[src/rtl/pcsrc_ctrl_if.sv]
// Bundle of request and PC-update control signals between the instruction
// sequencer (master) and the next-PC controller (slave).
interface pcsrc_ctrl_if;
    logic       req_valid;
    logic [2:0] req_kind;
    logic       zero;
    logic       exc_opcode;
    logic       exc_overflow;
    logic       exc_div0;
    logic [2:0] pcsrc_selector;
    logic       pc_write;
    logic       epc_write;
    logic       alu_pc_minus4;
    logic       mem_read;
    logic [7:0] vec_addr;
    logic       busy;
    logic       done;

    modport master (
        output req_valid, req_kind, zero, exc_opcode, exc_overflow, exc_div0,
        input  pcsrc_selector, pc_write, epc_write, alu_pc_minus4, mem_read,
               vec_addr, busy, done
    );

    modport slave (
        input  req_valid, req_kind, zero, exc_opcode, exc_overflow, exc_div0,
        output pcsrc_selector, pc_write, epc_write, alu_pc_minus4, mem_read,
               vec_addr, busy, done
    );
endinterface

[src/rtl/pcsrc_ctrl.sv]
// Next-PC sequencer: commits one PC update per request or runs the exception
// sequence (save EPC, read vector byte, load PC from it).
module pcsrc_ctrl #(
    parameter int         MEM_LAT = 2,
    parameter logic [7:0] VEC_OPC = 8'hFD,
    parameter logic [7:0] VEC_OVF = 8'hFE,
    parameter logic [7:0] VEC_DIV = 8'hFF
) (
    input logic        clk,
    input logic        reset,
    pcsrc_ctrl_if.slave bus
);

    typedef enum logic [2:0] {
        IDLE, COMMIT, EXC_EPC, EXC_MEM, EXC_LOAD, DONE
    } state_t;

    state_t     state, state_d;
    logic [2:0] lat_cnt, lat_cnt_d;
    logic [2:0] sel_q, sel_d;
    logic [7:0] vec_q, vec_d;
    logic       pc_write_q, pc_write_d;
    logic       epc_write_q, epc_write_d;
    logic       alu_q, alu_d;
    logic       mem_read_q, mem_read_d;
    logic       busy_q, busy_d;
    logic       done_q, done_d;
    logic       illegal_kind;
    logic       exc_any;
    logic       take;
    logic [2:0] take_sel;

    // Every output flop is loaded with the value belonging to the next state,
    // so outputs appear in the same cycle as the state they describe.
    always_ff @(posedge clk or posedge reset) begin
        if (reset) begin
            state       <= IDLE;
            lat_cnt     <= 3'd0;
            sel_q       <= 3'b000;
            vec_q       <= 8'h00;
            pc_write_q  <= 1'b0;
            epc_write_q <= 1'b0;
            alu_q       <= 1'b0;
            mem_read_q  <= 1'b0;
            busy_q      <= 1'b0;
            done_q      <= 1'b0;
        end else begin
            state       <= state_d;
            lat_cnt     <= lat_cnt_d;
            sel_q       <= sel_d;
            vec_q       <= vec_d;
            pc_write_q  <= pc_write_d;
            epc_write_q <= epc_write_d;
            alu_q       <= alu_d;
            mem_read_q  <= mem_read_d;
            busy_q      <= busy_d;
            done_q      <= done_d;
        end
    end

    always_comb begin
        state_d      = state;
        lat_cnt_d    = lat_cnt;
        sel_d        = sel_q;
        vec_d        = vec_q;
        pc_write_d   = 1'b0;
        epc_write_d  = 1'b0;
        alu_d        = 1'b0;
        mem_read_d   = 1'b0;
        busy_d       = 1'b0;
        done_d       = 1'b0;
        illegal_kind = bus.req_kind[2] & bus.req_kind[1];
        exc_any      = bus.exc_opcode | bus.exc_overflow | bus.exc_div0 | illegal_kind;
        take         = 1'b0;
        take_sel     = 3'b000;

        case (bus.req_kind)
            3'b000:  begin take = 1'b1;      take_sel = 3'b000; end
            3'b001:  begin take = bus.zero;  take_sel = 3'b010; end
            3'b010:  begin take = ~bus.zero; take_sel = 3'b010; end
            3'b011:  begin take = 1'b1;      take_sel = 3'b001; end
            3'b100:  begin take = 1'b1;      take_sel = 3'b000; end
            3'b101:  begin take = 1'b1;      take_sel = 3'b011; end
            default: begin take = 1'b0;      take_sel = 3'b000; end
        endcase

        case (state)
            IDLE: begin
                if (bus.req_valid) begin
                    busy_d = 1'b1;
                    if (exc_any) begin
                        state_d     = EXC_EPC;
                        epc_write_d = 1'b1;
                        alu_d       = 1'b1;
                        sel_d       = 3'b000;
                        if (bus.exc_opcode || illegal_kind)
                            vec_d = VEC_OPC;
                        else if (bus.exc_overflow)
                            vec_d = VEC_OVF;
                        else
                            vec_d = VEC_DIV;
                    end else begin
                        state_d = COMMIT;
                        if (take) begin
                            pc_write_d = 1'b1;
                            sel_d      = take_sel;
                        end
                    end
                end
            end
            COMMIT: begin
                state_d = DONE;
                done_d  = 1'b1;
            end
            EXC_EPC: begin
                state_d    = EXC_MEM;
                lat_cnt_d  = 3'd0;
                mem_read_d = 1'b1;
                busy_d     = 1'b1;
                sel_d      = 3'b000;
            end
            // Hold the read strobe until the vector byte has had MEM_LAT cycles.
            EXC_MEM: begin
                busy_d = 1'b1;
                if (lat_cnt == 3'(MEM_LAT - 1)) begin
                    state_d    = EXC_LOAD;
                    sel_d      = 3'b100;
                    pc_write_d = 1'b1;
                end else begin
                    lat_cnt_d  = lat_cnt + 3'd1;
                    mem_read_d = 1'b1;
                end
            end
            EXC_LOAD: begin
                state_d = DONE;
                done_d  = 1'b1;
            end
            DONE: begin
                state_d = IDLE;
            end
            default: begin
                state_d = IDLE;
            end
        endcase
    end

    assign bus.pcsrc_selector = sel_q;
    assign bus.pc_write       = pc_write_q;
    assign bus.epc_write      = epc_write_q;
    assign bus.alu_pc_minus4  = alu_q;
    assign bus.mem_read       = mem_read_q;
    assign bus.vec_addr       = vec_q;
    assign bus.busy           = busy_q;
    assign bus.done           = done_q;

endmodule
[src/flat_wrapper.sv]
// flat-port wrapper written by rule: the top's interface ports become plain ports
module pcsrc_ctrl_flat 
#(
    parameter int         MEM_LAT = 2,
    parameter logic [7:0] VEC_OPC = 8'hFD,
    parameter logic [7:0] VEC_OVF = 8'hFE,
    parameter logic [7:0] VEC_DIV = 8'hFF
)
  (clk, reset, bus_req_valid, bus_req_kind, bus_zero, bus_exc_opcode, bus_exc_overflow, bus_exc_div0, bus_pcsrc_selector, bus_pc_write, bus_epc_write, bus_alu_pc_minus4, bus_mem_read, bus_vec_addr, bus_busy, bus_done);
  pcsrc_ctrl_if bus_i ();
  input logic clk;
  input logic reset;
  input wire logic [$bits(bus_i.req_valid)-1:0] bus_req_valid;
  input wire logic [$bits(bus_i.req_kind)-1:0] bus_req_kind;
  input wire logic [$bits(bus_i.zero)-1:0] bus_zero;
  input wire logic [$bits(bus_i.exc_opcode)-1:0] bus_exc_opcode;
  input wire logic [$bits(bus_i.exc_overflow)-1:0] bus_exc_overflow;
  input wire logic [$bits(bus_i.exc_div0)-1:0] bus_exc_div0;
  output wire logic [$bits(bus_i.pcsrc_selector)-1:0] bus_pcsrc_selector;
  output wire logic [$bits(bus_i.pc_write)-1:0] bus_pc_write;
  output wire logic [$bits(bus_i.epc_write)-1:0] bus_epc_write;
  output wire logic [$bits(bus_i.alu_pc_minus4)-1:0] bus_alu_pc_minus4;
  output wire logic [$bits(bus_i.mem_read)-1:0] bus_mem_read;
  output wire logic [$bits(bus_i.vec_addr)-1:0] bus_vec_addr;
  output wire logic [$bits(bus_i.busy)-1:0] bus_busy;
  output wire logic [$bits(bus_i.done)-1:0] bus_done;
  assign bus_i.req_valid = bus_req_valid;
  assign bus_i.req_kind = bus_req_kind;
  assign bus_i.zero = bus_zero;
  assign bus_i.exc_opcode = bus_exc_opcode;
  assign bus_i.exc_overflow = bus_exc_overflow;
  assign bus_i.exc_div0 = bus_exc_div0;
  assign bus_pcsrc_selector = bus_i.pcsrc_selector;
  assign bus_pc_write = bus_i.pc_write;
  assign bus_epc_write = bus_i.epc_write;
  assign bus_alu_pc_minus4 = bus_i.alu_pc_minus4;
  assign bus_mem_read = bus_i.mem_read;
  assign bus_vec_addr = bus_i.vec_addr;
  assign bus_busy = bus_i.busy;
  assign bus_done = bus_i.done;
  pcsrc_ctrl #(.MEM_LAT(MEM_LAT), .VEC_OPC(VEC_OPC), .VEC_OVF(VEC_OVF), .VEC_DIV(VEC_DIV)) u_core (.clk(clk), .reset(reset), .bus(bus_i));
endmodule
[config.mk]
export PLATFORM = sky130hd
export DESIGN_NAME = pcsrc_ctrl_flat
export DESIGN_NICKNAME = d
export VERILOG_FILES = /design/src/rtl/pcsrc_ctrl_if.sv /design/src/rtl/pcsrc_ctrl.sv /design/src/flat_wrapper.sv
export SDC_FILE = /design/constraint.sdc
export NUM_CORES = 1
export LEC_CHECK = 0
export ABC_AREA = 0
export ABC_CLOCK_PERIOD_IN_PS = 2400
export CAP_MARGIN = 20
export CORE_MARGIN = 4
export CORE_UTILIZATION = 40
export DETAILED_ROUTE_END_ITERATION = 16
export GPL_ROUTABILITY_DRIVEN = 0
export GPL_TIMING_DRIVEN = 0
export PLACE_DENSITY = 0.66
export SYNTH_ARGS = -nofsm -noshare
export SYNTH_HDL_FRONTEND = slang
export SYNTH_SLANG_ARGS = --single-unit
[constraint.sdc]
create_clock -name clk -period 2.4 [get_ports clk]
set_clock_uncertainty 0.15 [all_clocks]
set_input_delay 0.48 -clock clk [delete_from_list [all_inputs] [get_ports clk]]
set_output_delay 0.48 -clock clk [all_outputs]
set_load 0.1 [all_outputs]
**Word-level counts from Yosys, hierarchy flattened**

Cells that the tools add are included.

- Add/sub/neg operators: 1
- Equality and inequality tests: 14
- Multiplexer cells: 27
- Bitwise logic cells: 5
- Reductions and logical operators: 13

Operator list:

| kind | count |
|---|---|
| $mux W3 | 6 |
| $eq A3 B2 Y1 const B | 4 |
| $pmux W3 S4 | 1 |
| $mux W1 | 11 |
| $eq A3 B1 Y1 const B | 3 |
| $eq A3 B3 Y1 const B | 3 |
| $pmux W3 S3 | 1 |
| $mux W8 | 1 |
| $logic_not A3 Y1 | 2 |
| $pmux W1 S2 | 3 |
| $pmux W2 S3 | 1 |
| $pmux W3 S2 | 1 |
| $reduce_or A2 Y1 | 3 |
| $ne A2 B2 Y1 const B | 2 |
| $reduce_and A2 Y1 | 2 |
| $reduce_and A4 Y1 | 1 |
| $reduce_or A4 Y1 | 1 |
| $add A3 B1 Y3 const B | 1 |
| $ne A3 B1 Y1 const B | 1 |
| $or A1 B1 Y1 | 3 |
| $pmux W1 S3 | 1 |
| $reduce_and A3 Y1 | 1 |
| $reduce_bool A3 Y1 | 1 |
| $mux W2 | 1 |
| 5 further kinds | 5 |

- Register bits: 22

**Longest topological paths before layout**

- Word-level depth: 7
- Gate-level depth with buffers: 7
- Gate-level depth less buffers: 6

**Worst setup path after synthesis**

OpenSTA, ideal clock, no wires.

- Kind: register -> output
- Start point: register, netlist name u_core.bus.vec_addr[6]
- End point: output port bus_vec_addr[3]
- Data arrival time: 1.400 ns
- Slack: 0.370 ns
- Cell stages (with the launch flop): 2
- Path buffers: 1
- Cell sequence: dfrtp_1 -> buf_4

RTL lines:

| what | line | RTL |
|---|---|---|
| end, declared | flat_wrapper.sv:24 | `output wire logic [$bits(bus_i.vec_addr)-1:0] bus_vec_addr;` |

==> metrics <==
GRT overflow=0; Antenna Nets Post-Route=0; post-CTS setup buffer count=0; Fmax=0.4419 GHz; Critical Path End Type=output port; Fin Setup TNS=0 ns; Layout Area Growth over Synthesis=33.05%; syn avg cell area=9.884 µm²; vias per inst=4.844; WP data arrival=1.63 ns; Tcrit/Tclk final=94.28%; Slew @ Worst Pin=0.9627 ns; initial core utilization=43.57%; PortBufs=26; startpoint types=register; slew margin rel.=35.71%; Final #Nets=133; Sink Count=17; Post-synth EDFFs=0; Sequential Power Share=26.2%; vias=712; Top FF cell, synth=dfrtp_1; Post-Synthesis Cells=90; maximum number of pins on one net before global-route repair=18; Setup Crit Path Kind=reg2out; vias in the first global route=691; antenna cells=0; final setup fails=0; Ys Warns=0; post-synth net total=102; DP HPWL=1.403 mm; synthesized flop and latch total=17; fill count=204; RSZ-0062 raised after global routing=no; Sw Pwr=0.0009424 W; share of cells above drive strength 1=21.67%; initial antenna violation count=0; Die ar.=3043 µm²; die width=55.16 µm; first-pass GRT wire length=3.029 mm; hold crit path type=reg2reg; DR pass1 iterations=4; Die Y=55.16 µm; status=finished, final reports clean; total CTS buffers=3; Crit path required time=1.77 ns; Synth cell types=28; clock root buffer=clkbuf_4; CTS clk-pin slew, worst paths=0.10 ns; Top Ports=27; Hold Vio Cnt, Final=0; final wirelength=1.839 mm; register area=425.4 µm²; cell area after synthesis=889.6 µm²; H-tree levels=1; CP max FO=7; cts hold-fix bufs=0; clock share of power=9.5%; Synth async-reset ratio=100.0%; Worst path max stage delay=0.88 ns; leakage=0.5982 nW; minimum clock period=2.263 ns; post-DR wirelength/cell=12.51 µm; drt drc=0; Critical Path, Cell by Cell=dlygate4sd2_1; Global Route Usage Sum=14.25%; latest clock arrival within the worst-skew pair=0.30 ns; CP delay by family, top=buffers and inverters; sequential element share of the synthesized area=47.82%; Rows=16; CTS tree=yes; P per Cell Area=1406 nW/µm²; CORE AREA=2042 µm²; First DRT Iteration DRCs=10; hold slack=0.3309 ns; Int Power=0.0007218 W; CTS Buffer Depth=2; post-CTS resize count=18; Sw Ratio=56.63%; CP max-delay cell=dlygate4sd2_1; max-cap violation count=0; Peak VDD IR=0.9131 mV; Final Slew Violations=0; crit path buf inv count=1; multi-input logic area=374.1 µm²; combinational power share=64.4%
[area by class of cell]
cell class | count | share of cell area [%]
inverters | 5 | 1.586
multi-input cells | 57 | 31.61
clock buffers | 3 | 1.903
well taps | 27 | 2.854
plain buffers | 11 | 6.025
repair buffers | 26 | 19.66
flip-flops and latches | 17 | 35.94
clock inverters | 1 | 0.4228
[cells in the final DEF, fill, tap and decap left out, drive strengths merged, types with 2 or more instances in the layout]
| cell | instances |
|---|---|
| o21ai | 8 |
| inv | 5 |
| nand2b | 2 |
| buf | 12 |
| nand3 | 3 |
| clkdlybuf4s50 | 9 |
| nor3 | 5 |
| xnor2 | 2 |
| a21oi | 7 |
| nand2 | 7 |
| mux2 | 3 |
| o32ai | 2 |
| nor2 | 7 |
| dfrtp | 17 |
| clkbuf | 7 |
| ha | 2 |
| dlygate4sd2 | 10 |
| dlymetal6s2s | 2 |
| nor2b | 2 |
[path summary, 6_finish.rpt]
kind | startpoint | endpoint | slack (ns) | cells past startpoint
max in group asynchronous | reset | u_core.lat_cnt[0] | 1.25 | 2
min in group asynchronous | reset | u_core.bus.vec_addr[6] | 0.43 | 2
setup reg to reg | u_core.lat_cnt[1] | u_core.bus.pcsrc_selector[1] | 0.52 | 7
hold reg to reg | u_core.bus.vec_addr[0] | u_core.bus.vec_addr[0] | 0.33 | 1
hold / removal | u_core.bus.vec_addr[0] | u_core.bus.vec_addr[0] | 0.33 | 1
setup / recovery | u_core.bus.vec_addr[6] | bus_vec_addr[2] | 0.14 | 1
[kinds of logic after synthesis]
group | after synthesis | synth area share (%)
and+or+nand+nor | 28 | 15.75
AOI/OAI and AO/OA | 21 | 15.75
DFF | 17 | 47.82
buffers and inverters | 16 | 10.13
muxes | 4 | 5.767
xor gates and xnor gates | 2 | 1.969
adders and majority gates | 2 | 2.812
[synth_stat cells (2+ instances only)]
library cell / number / area [µm²]
dfrtp_1: 17 / 425.4
o21ai_0: 8 / 40.04
buf_4: 7 / 52.55
a21oi_1: 6 / 30.03
nand2_1: 6 / 22.52
nor2_1: 6 / 22.52
inv_1: 5 / 18.77
nor3_1: 5 / 25.02
buf_2: 3 / 15.01
nand3_1: 3 / 15.01
ha_1: 2 / 25.02
mux2_4: 2 / 30.03
nand2b_1: 2 / 12.51
nor2b_1: 2 / 12.51
o32ai_1: 2 / 17.52
xnor2_1: 2 / 17.52
[metal layers]
metal  track usage, %  wire length (µm)
met5                0                 0
met4            7.287                17
met3            2.681                73
met2            23.43               948
met1            17.70               800
[sequential cells by signal, summed over array words and instances, names as in the netlist]
register and flops:
u_core.bus.busy 1, u_core.state 3, u_core.lat_cnt 3, u_core.bus.vec_addr 3
u_core.bus.alu_pc_minus4 1, u_core.bus.pc_write 1, u_core.bus.done 1, u_core.bus.pcsrc_selector 3
u_core.bus.mem_read 1
[power by group through the flow]
stage / Clock [W] / Combinational, W / Sequential, W
after floorplan: 0 / 0.000454 / 0.000866
after global placement: 0 / 0.00110 / 0.000440
after detailed placement: 0 / 0.00112 / 0.000446
after CTS: 0.000164 / 0.00108 / 0.000438
after global routing: 0.000176 / 0.00113 / 0.000448
final: 0.000157 / 0.00107 / 0.000436
[per-stage QoR]
step / std cells / power [W] / cell area, µm² / setup WS (ns) / utilization [%]
5_1_grt: 147 / 0.001758 / 1184 / 0.06353 / 57.97
3_3_place_gp: 143 / 0.001542 / 1184 / 0.05501 / 57.97
4_1_cts: 147 / 0.001682 / 1194 / 0.005036 / 58.46
2_1_floorplan: 90 / 0.001320 / 889.6 / 0.3701 / -
3_5_place_dp: 143 / 0.001562 / 1184 / 0.03694 / 57.97
6_report: 147 / 0.001664 / 1184 / 0.1373 / 57.97
No activity file was read; power rests on OpenSTA's default activity.
